$ cat src/rtl/wbs_pwm_led_if.sv
// Wishbone B4 pipelined bus bundle for the PWM LED slave.
// Signal names keep the slave-side _i/_o suffixes so both ends read alike.
interface wbs_pwm_led_if;
  logic        wb_cyc_i;
  logic        wb_stb_i;
  logic        wb_we_i;
  logic [3:0]  wb_adr_i;
  logic [3:0]  wb_sel_i;
  logic [31:0] wb_dat_i;
  logic [31:0] wb_dat_o;
  logic        wb_stall_o;
  logic        wb_ack_o;

  modport master (
    output wb_cyc_i, wb_stb_i, wb_we_i, wb_adr_i, wb_sel_i, wb_dat_i,
    input  wb_dat_o, wb_stall_o, wb_ack_o
  );

  modport slave (
    input  wb_cyc_i, wb_stb_i, wb_we_i, wb_adr_i, wb_sel_i, wb_dat_i,
    output wb_dat_o, wb_stall_o, wb_ack_o
  );
endinterface

$ cat src/rtl/wbs_pwm_led.sv
// Wishbone pipelined slave with CHANNELS PWM LED outputs: prescaler, global
// enable/invert, shadow duty registers reloaded into active duties at wrap.
module wbs_pwm_led #(
  parameter int CHANNELS = 3,
  parameter int WIDTH    = 8
) (
  input  logic                wb_clk_i,
  input  logic                wb_rst_ni,
  wbs_pwm_led_if.slave        bus,
  output logic [CHANNELS-1:0] led_o
);

  localparam logic [WIDTH-1:0] CNT_LAST = {{(WIDTH-1){1'b1}}, 1'b0};

  logic                w_xfer;
  logic                w_wr;
  logic [31:0]         w_rdata;
  logic [31:0]         w_wmerge;
  logic                w_en_set;
  logic                w_tick;
  logic                w_wrap;
  logic [CHANNELS-1:0] w_pwm;

  logic                r_ack;
  logic [31:0]         r_dat;
  logic                r_enable;
  logic                r_invert;
  logic [15:0]         r_presc;
  logic [15:0]         r_pcnt;
  logic [WIDTH-1:0]    r_cnt;
  logic [WIDTH-1:0]    r_shadow [CHANNELS];
  logic [WIDTH-1:0]    r_active [CHANNELS];
  logic [CHANNELS-1:0] r_led;

  function automatic logic [31:0] f_lane_merge(input logic [31:0] old_v,
                                               input logic [31:0] new_v,
                                               input logic [3:0]  sel);
    logic [31:0] res;
    for (int b = 0; b < 4; b++) begin
      res[8*b +: 8] = sel[b] ? new_v[8*b +: 8] : old_v[8*b +: 8];
    end
    return res;
  endfunction

  assign w_xfer = bus.wb_cyc_i && bus.wb_stb_i;
  assign w_wr   = w_xfer && bus.wb_we_i;

  // Read mux; also the "old value" side of the byte-lane write merge.
  always_comb begin
    w_rdata = 32'd0;
    case (bus.wb_adr_i)
      4'd0:    w_rdata = {30'd0, r_invert, r_enable};
      4'd1:    w_rdata = {16'd0, r_presc};
      default: begin
        for (int n = 0; n < CHANNELS; n++) begin
          w_rdata = (bus.wb_adr_i == 4'(n + 2)) ? 32'(r_shadow[n]) : w_rdata;
        end
      end
    endcase
  end

  assign w_wmerge = f_lane_merge(w_rdata, bus.wb_dat_i, bus.wb_sel_i);
  assign w_en_set = w_wr && (bus.wb_adr_i == 4'd0) && w_wmerge[0] && !r_enable;
  assign w_tick   = r_enable && (r_pcnt >= r_presc);
  assign w_wrap   = w_tick && (r_cnt == CNT_LAST);

  // Per-channel compare against the active (not shadow) duty.
  always_comb begin
    w_pwm = '0;
    for (int n = 0; n < CHANNELS; n++) begin
      w_pwm[n] = r_enable && (r_cnt < r_active[n]);
    end
  end

  // Bus side: ack, read data and the programmable registers.
  always_ff @(posedge wb_clk_i or negedge wb_rst_ni) begin
    if (!wb_rst_ni) begin
      r_ack    <= 1'b0;
      r_dat    <= 32'd0;
      r_enable <= 1'b0;
      r_invert <= 1'b0;
      r_presc  <= 16'd0;
      for (int n = 0; n < CHANNELS; n++) begin
        r_shadow[n] <= '0;
      end
    end else begin
      r_ack <= w_xfer;
      r_dat <= w_xfer ? w_rdata : 32'd0;
      if (w_wr) begin
        case (bus.wb_adr_i)
          4'd0: begin
            r_enable <= w_wmerge[0];
            r_invert <= w_wmerge[1];
          end
          4'd1:    r_presc <= w_wmerge[15:0];
          default: begin
            for (int n = 0; n < CHANNELS; n++) begin
              if (bus.wb_adr_i == 4'(n + 2)) begin
                r_shadow[n] <= w_wmerge[WIDTH-1:0];
              end
            end
          end
        endcase
      end
    end
  end

  // PWM engine; the active duty reload also fires when enable is first set
  // so the first enabled period already uses the programmed duty.
  always_ff @(posedge wb_clk_i or negedge wb_rst_ni) begin
    if (!wb_rst_ni) begin
      r_pcnt <= 16'd0;
      r_cnt  <= '0;
      r_led  <= '0;
      for (int n = 0; n < CHANNELS; n++) begin
        r_active[n] <= '0;
      end
    end else begin
      if (!r_enable) begin
        r_pcnt <= 16'd0;
        r_cnt  <= '0;
      end else if (w_tick) begin
        r_pcnt <= 16'd0;
        r_cnt  <= (r_cnt == CNT_LAST) ? '0 : r_cnt + 1'b1;
      end else begin
        r_pcnt <= r_pcnt + 16'd1;
      end
      for (int n = 0; n < CHANNELS; n++) begin
        if (w_en_set || w_wrap) begin
          r_active[n] <= r_shadow[n];
        end
      end
      r_led <= w_pwm ^ {CHANNELS{r_invert}};
    end
  end

  assign bus.wb_ack_o   = r_ack;
  assign bus.wb_dat_o   = r_dat;
  assign bus.wb_stall_o = 1'b0;
  assign led_o          = r_led;

endmodule

$ cat src/flat_wrapper.sv
// flat-port wrapper written by rule: the top's interface ports become plain ports
module wbs_pwm_led_flat 
#(
  parameter int CHANNELS = 3,
  parameter int WIDTH    = 8
)
  (wb_clk_i, wb_rst_ni, led_o, bus_wb_cyc_i, bus_wb_stb_i, bus_wb_we_i, bus_wb_adr_i, bus_wb_sel_i, bus_wb_dat_i, bus_wb_dat_o, bus_wb_stall_o, bus_wb_ack_o);
  wbs_pwm_led_if bus_i ();
  input  logic wb_clk_i;
  input  logic wb_rst_ni;
  output logic [CHANNELS-1:0] led_o;
  input wire logic [$bits(bus_i.wb_cyc_i)-1:0] bus_wb_cyc_i;
  input wire logic [$bits(bus_i.wb_stb_i)-1:0] bus_wb_stb_i;
  input wire logic [$bits(bus_i.wb_we_i)-1:0] bus_wb_we_i;
  input wire logic [$bits(bus_i.wb_adr_i)-1:0] bus_wb_adr_i;
  input wire logic [$bits(bus_i.wb_sel_i)-1:0] bus_wb_sel_i;
  input wire logic [$bits(bus_i.wb_dat_i)-1:0] bus_wb_dat_i;
  output wire logic [$bits(bus_i.wb_dat_o)-1:0] bus_wb_dat_o;
  output wire logic [$bits(bus_i.wb_stall_o)-1:0] bus_wb_stall_o;
  output wire logic [$bits(bus_i.wb_ack_o)-1:0] bus_wb_ack_o;
  assign bus_i.wb_cyc_i = bus_wb_cyc_i;
  assign bus_i.wb_stb_i = bus_wb_stb_i;
  assign bus_i.wb_we_i = bus_wb_we_i;
  assign bus_i.wb_adr_i = bus_wb_adr_i;
  assign bus_i.wb_sel_i = bus_wb_sel_i;
  assign bus_i.wb_dat_i = bus_wb_dat_i;
  assign bus_wb_dat_o = bus_i.wb_dat_o;
  assign bus_wb_stall_o = bus_i.wb_stall_o;
  assign bus_wb_ack_o = bus_i.wb_ack_o;
  wbs_pwm_led #(.CHANNELS(CHANNELS), .WIDTH(WIDTH)) u_core (.wb_clk_i(wb_clk_i), .wb_rst_ni(wb_rst_ni), .bus(bus_i), .led_o(led_o));
endmodule
$ cat config.mk
export PLATFORM = sky130hd
export DESIGN_NAME = wbs_pwm_led_flat
export DESIGN_NICKNAME = d
export VERILOG_FILES = /design/src/rtl/wbs_pwm_led_if.sv /design/src/rtl/wbs_pwm_led.sv /design/src/flat_wrapper.sv
export SDC_FILE = /design/constraint.sdc
export NUM_CORES = 1
export LEC_CHECK = 0
export ABC_AREA = 1
export BUFFER_PORTS_ARGS = -buffer_cell sky130_fd_sc_hd__buf_4
export CORE_ASPECT_RATIO = 0.5
export CORE_MARGIN = 5
export CORE_UTILIZATION = 40
export DETAILED_ROUTE_END_ITERATION = 16
export PLACE_DENSITY_LB_ADDON = 0.2
export SKIP_CTS_REPAIR_TIMING = 1
export SYNTH_ARGS = -nofsm -noshare
export SYNTH_HDL_FRONTEND = slang
export SYNTH_SLANG_ARGS = --single-unit
$ cat constraint.sdc
create_clock -name wb_clk_i -period 2.6 [get_ports wb_clk_i]
set_input_delay 0.26 -clock wb_clk_i [delete_from_list [all_inputs] [get_ports wb_clk_i]]
set_output_delay 0.26 -clock wb_clk_i [all_outputs]
set_load 0.05 [all_outputs]
==> report_table.html <==
<table>
<tr><th>Metric</th><th>Value</th></tr>
<tr><th colspan="2">Timing</th></tr>
<tr><td>Maximum clock skew at final layout</td><td>between 0.01 and 0.015 ns</td></tr>
<tr><td>Slew of the pin with the lowest slew margin</td><td>approximately 0.58 ns</td></tr>
<tr><td>Setup repair after global routing missed its margin</td><td>no</td></tr>
<tr><td>Number of hold violations in the final report</td><td>0</td></tr>
<tr><td>Max-slew violation count</td><td>0</td></tr>
<tr><td>Worst hold margin</td><td>0.1334 ns</td></tr>
<tr><td>Setup TNS</td><td>0 ns</td></tr>
<tr><td>Max-Slew Margin vs Limit</td><td>61.51%</td></tr>
<tr><td>Number of endpoints failing setup at the final stage</td><td>0</td></tr>
<tr><td>Period minus WS final</td><td>approximately 2.3 ns</td></tr>
<tr><td>Worst setup slack after layout</td><td>approximately 0.29 ns</td></tr>
<tr><td>Maximum clock rate</td><td>432.4 MHz</td></tr>
<tr><td>Final period util</td><td>88.94%</td></tr>
<tr><th colspan="2">Clock network</th></tr>
<tr><td>CTS tree</td><td>yes</td></tr>
<tr><td>Root Buffer</td><td>clkbuf_16</td></tr>
<tr><td>Clock Sinks</td><td>110</td></tr>
<tr><td>CTS clk-pin slew, worst paths</td><td>~0.08 ns</td></tr>
<tr><td>Worst-skew pair later-pin latency</td><td>0.35 ns</td></tr>
<tr><td>CTS H-tree depth</td><td>3</td></tr>
<tr><td>Clock Tree Buf Depth</td><td>2</td></tr>
<tr><td>Total clock buffers created by CTS</td><td>9</td></tr>
<tr><th colspan="2">Hold path</th></tr>
<tr><td>Capture endpoint of the worst hold path</td><td>u_core.r_presc[9]$_DFFE_PN0P_</td></tr>
<tr><td>Class of the tightest hold or removal check</td><td>input pin to flip-flop</td></tr>
<tr><td>Hold wc startpoint</td><td>bus_wb_dat_i[9]</td></tr>
<tr><td>Number of instances on the worst hold path</td><td>3</td></tr>
<tr><th colspan="2">Floorplan</th></tr>
<tr><td>Die Wd</td><td>around 180 um</td></tr>
<tr><td>Placeable Area</td><td>approximately 14000 um2</td></tr>
<tr><td>Initial standard-cell utilization of the core</td><td>approximately 40%</td></tr>
<tr><td>Std-Cell Rows</td><td>31</td></tr>
<tr><td>Die area</td><td>17470 um2</td></tr>
<tr><td>IO Pins</td><td>a little over 80</td></tr>
<tr><td>Height of the die</td><td>roughly 96 um</td></tr>
<tr><th colspan="2">Critical path</th></tr>
<tr><td>Reg-to-reg setup timing slack</td><td>approximately 0.29 ns</td></tr>
<tr><td>Setup Crit Path Kind</td><td>flip-flop to flip-flop</td></tr>
<tr><td>RR Startpoint</td><td>u_core.r_pcnt[13]$_DFF_PN0_</td></tr>
<tr><td>Cell count of the worst reg-to-reg path</td><td>11</td></tr>
<tr><td>Capture point of the worst reg-to-reg path</td><td>u_core.r_active[2]$_DFFE_PN0P_</td></tr>
<tr><td>Kind of end point of the critical path</td><td>flip-flop</td></tr>
<tr><td>Sort of element at the start of the critical path</td><td>flip-flop</td></tr>
<tr><td>Endpoint arrival time on the critical path</td><td>between 2 and 3 ns</td></tr>
<tr><td>CP Launch Point</td><td>u_core.r_pcnt[13]$_DFF_PN0_</td></tr>
<tr><td>Crit path max fanout</td><td>24</td></tr>
<tr><td>Worst endpoint required time</td><td>between 2 and 3 ns</td></tr>
<tr><th colspan="2">Placed design</th></tr>
<tr><td>Post-Place Setup Slack</td><td>between 0.3 and 0.4 ns</td></tr>
<tr><td>Post-detail-place hpwl</td><td>9934 um</td></tr>
<tr><td>IO Port Bufs</td><td>between 40 and 50</td></tr>
<tr><td>Cells after DPL</td><td>roughly 940</td></tr>
<tr><td>Routability congestion estimate</td><td>about 0.83</td></tr>
<tr><th colspan="2">Synthesis</th></tr>
<tr><td>Distinct cell type count after synthesis</td><td>36</td></tr>
<tr><td>Dominant cell type by area after synthesis</td><td>dfrtp_1</td></tr>
<tr><td>Synth top area share</td><td>between 40 and 50%</td></tr>
<tr><td>Cells after synthesis</td><td>slightly above 700</td></tr>
<tr><td>Synth warnings</td><td>0</td></tr>
<tr><td>Synth area leaders</td><td>dfrtp_1 47%, nand2_1 9.8%, ha_1 8.5%</td></tr>
<tr><td>Post-synthesis sequential area ratio</td><td>a little under half</td></tr>
<tr><td>Post-synthesis register bit count</td><td>110</td></tr>
<tr><td>Post-synthesis area per instance</td><td>approximately 8.3 um2</td></tr>
<tr><td>Netlist area before placement</td><td>approximately 6000 um2</td></tr>
<tr><th colspan="2">Finish</th></tr>
<tr><td>Register cell area after layout</td><td>~2800 um2</td></tr>
<tr><td>Ant. Diodes</td><td>0</td></tr>
<tr><td>Fin cells</td><td>about 960</td></tr>
<tr><td>Fin nets</td><td>roughly 840</td></tr>
<tr><td>Area taken by multi-input logic gates</td><td>about 2700 um2</td></tr>
<tr><td>Share of cells above drive strength 1</td><td>about an eighth</td></tr>
<tr><td>Most common library cell in the layout ignoring fill and taps</td><td>nand2_1</td></tr>
<tr><td>Area growth from synthesis to layout</td><td>13.66%</td></tr>
<tr><td>Most frequent cells in the layout</td><td>154 x nand2_1, 110 x dfrtp_1, 85 x inv_1</td></tr>
<tr><td>Filler cells</td><td>1465</td></tr>
<tr><th colspan="2">Routing</th></tr>
<tr><td>DRT antenna net count</td><td>0</td></tr>
<tr><td>Post-detailed-route via-to-cell ratio</td><td>~4.9</td></tr>
<tr><td>Remaining routing DRC violations</td><td>0</td></tr>
<tr><td>Starting DRC count in detailed routing</td><td>between 300 and 400</td></tr>
<tr><td>Pre-antenna DRT Iters</td><td>5</td></tr>
<tr><td>Overall via count from detail_route</td><td>4661</td></tr>
<tr><td>Routed wire per std cell</td><td>roughly 14 um</td></tr>
<tr><td>Overall routed net length</td><td>around 13000 um</td></tr>
<tr><th colspan="2">GRT</th></tr>
<tr><td>Sum of overflow across all layers after global routing</td><td>0</td></tr>
<tr><td>Wire length of the first global-routing pass</td><td>between 20000 and 25000 um</td></tr>
<tr><td>Number of global-route vias before repair</td><td>4517</td></tr>
<tr><td>Maximum number of pins on one net before global-route repair</td><td>69</td></tr>
<tr><td>GRT Overall Usage</td><td>between 10% and 20%</td></tr>
<tr><td>Number of antenna violations at the first check in global routing</td><td>0</td></tr>
<tr><th colspan="2">Power and ir drop</th></tr>
<tr><td>Static Leak</td><td>about 0.0034 uW</td></tr>
<tr><td>Total chip power</td><td>around 4000 uW</td></tr>
<tr><td>VDD IR-drop max</td><td>about 0.3 mV</td></tr>
<tr><td>Power density of the placed cells</td><td>around 600 nW/um2</td></tr>
<tr><th colspan="2">Job</th></tr>
<tr><td>Max-cap check violation count</td><td>0</td></tr>
<tr><th colspan="2">Outcome</th></tr>
<tr><td>Result of the run</td><td>finished clean</td></tr>
</table>
[critical path: stages, from the launching register on]
cell and delay (ns):
dfrtp_1 0.44, ha_1 0.33, nand2_1 0.06, inv_1 0.03
o21bai_1 0.11, nand2_1 0.06, a21oi_1 0.22, nand3_1 0.31
nand3_2 0.19, buf_4 0.29, nand3_1 0.12, nand2_1 0.08
[where the power goes]
group / leakage, uW / internal [uW] / total, uW / switching (uW)
sequential: 0.00141 / 1880 / 2000 / 117
combinational: 0.00183 / 224 / 702 / 478
clock: 0.000136 / 663 / 1320 / 654
total: 0.00338 / 2770 / 4020 / 1250
[per-stage QoR]
| step | util [%] | area (um2) |
|---|---|---|
| 2_1_floorplan | - | 5977 |
| 3_3_place_gp | 44.44 | 6430 |
| 3_5_place_dp | 44.44 | 6430 |
| 4_1_cts | 46.42 | 6715 |
| 5_1_grt | 46.48 | 6725 |
| 6_report | 46.48 | 6725 |
[per-layer routing]
layer / global-route usage, % / part of all wire [%] / wire length [um] / up-vias
met5: 0 / 0 / 0 / -
met4: 3.995 / 1.1 / 145 / 0
met3: 3.511 / 3.5 / 471 / 11
met2: 25.22 / 44 / 5821 / 75
met1: 23.56 / 52 / 6920 / 2186
li1: - / - / - / 2389
[worst max-delay path by stage]
stage / end / slack [ns] / cells after the start
floorplan: u_core.r_active[16]$_DFFE_PN0P_ / 0.76 / 11
detailed placement: u_core.r_active[17]$_DFFE_PN0P_ / 0.32 / 11
finish: u_core.r_active[2]$_DFFE_PN0P_ / 0.29 / 11
global placement: u_core.r_active[23]$_DFFE_PN0P_ / 0.39 / 11
global route: u_core.r_active[6]$_DFFE_PN0P_ / 0.004 / 11
CTS: u_core.r_active[17]$_DFFE_PN0P_ / 0.30 / 11
[cell families after synthesis]
| family | after synthesis | synth area share [%] |
|---|---|---|
| and+or+nand+nor | 312 | 23.62 |
| buffers and inverters | 123 | 9.304 |
| DFF | 110 | 46.52 |
| AOI/OAI and AO/OA | 109 | 9.960 |
| adders and majority gates | 40 | 8.458 |
| xor gates and xnor gates | 14 | 2.072 |
| other | 1 | 0.06338 |
[synth_stat cells]
master and instances:
clkinv_1 1, o211ai_1 5, nand3b_1 1, o22ai_1 9, inv_1 85, nand2_4 1
or2_1 1, buf_2 8, xnor2_1 3, dfrtp_1 110, a21o_1 1, nand3_1 74
clkbuf_1 5, o21bai_1 1, nand3_2 2, buf_4 17, nor2_4 1, or2_2 7
nand2_1 154, nand4_4 1, a21oi_1 38, xor2_1 11, o21a_1 6, nor2_2 2
ha_1 40, o21ai_0 49, nand3_4 1, buf_6 2, nor2_1 43, nor3b_1 2
nor3_1 13, buf_1 1, inv_2 4, conb_1 1, nor4_1 1, nand4_1 8
[layout make-up]
| type | count | area share [%] |
|---|---|---|
| clock buffer | 9 | 3.349 |
| clock inverter | 7 | 0.8930 |
| inverter | 90 | 5.023 |
| multi-input combinational | 492 | 39.76 |
| sequential | 110 | 40.93 |
| tap | 198 | 3.684 |
| timing repair buffer | 55 | 6.363 |
[flip-flops by register name (all words and copies together), names as in the netlist]
| register | cells |
|---|---|
| u_core.r_active | 24 |
| u_core.r_cnt | 8 |
| u_core.r_invert | 1 |
| u_core.led_o | 3 |
| u_core.r_presc | 16 |
| u_core.bus.wb_ack_o | 1 |
| u_core.r_pcnt | 16 |
| u_core.r_shadow | 24 |
| u_core.r_enable | 1 |
| u_core.bus.wb_dat_o | 16 |
Power figures use the tool's default switching activity.
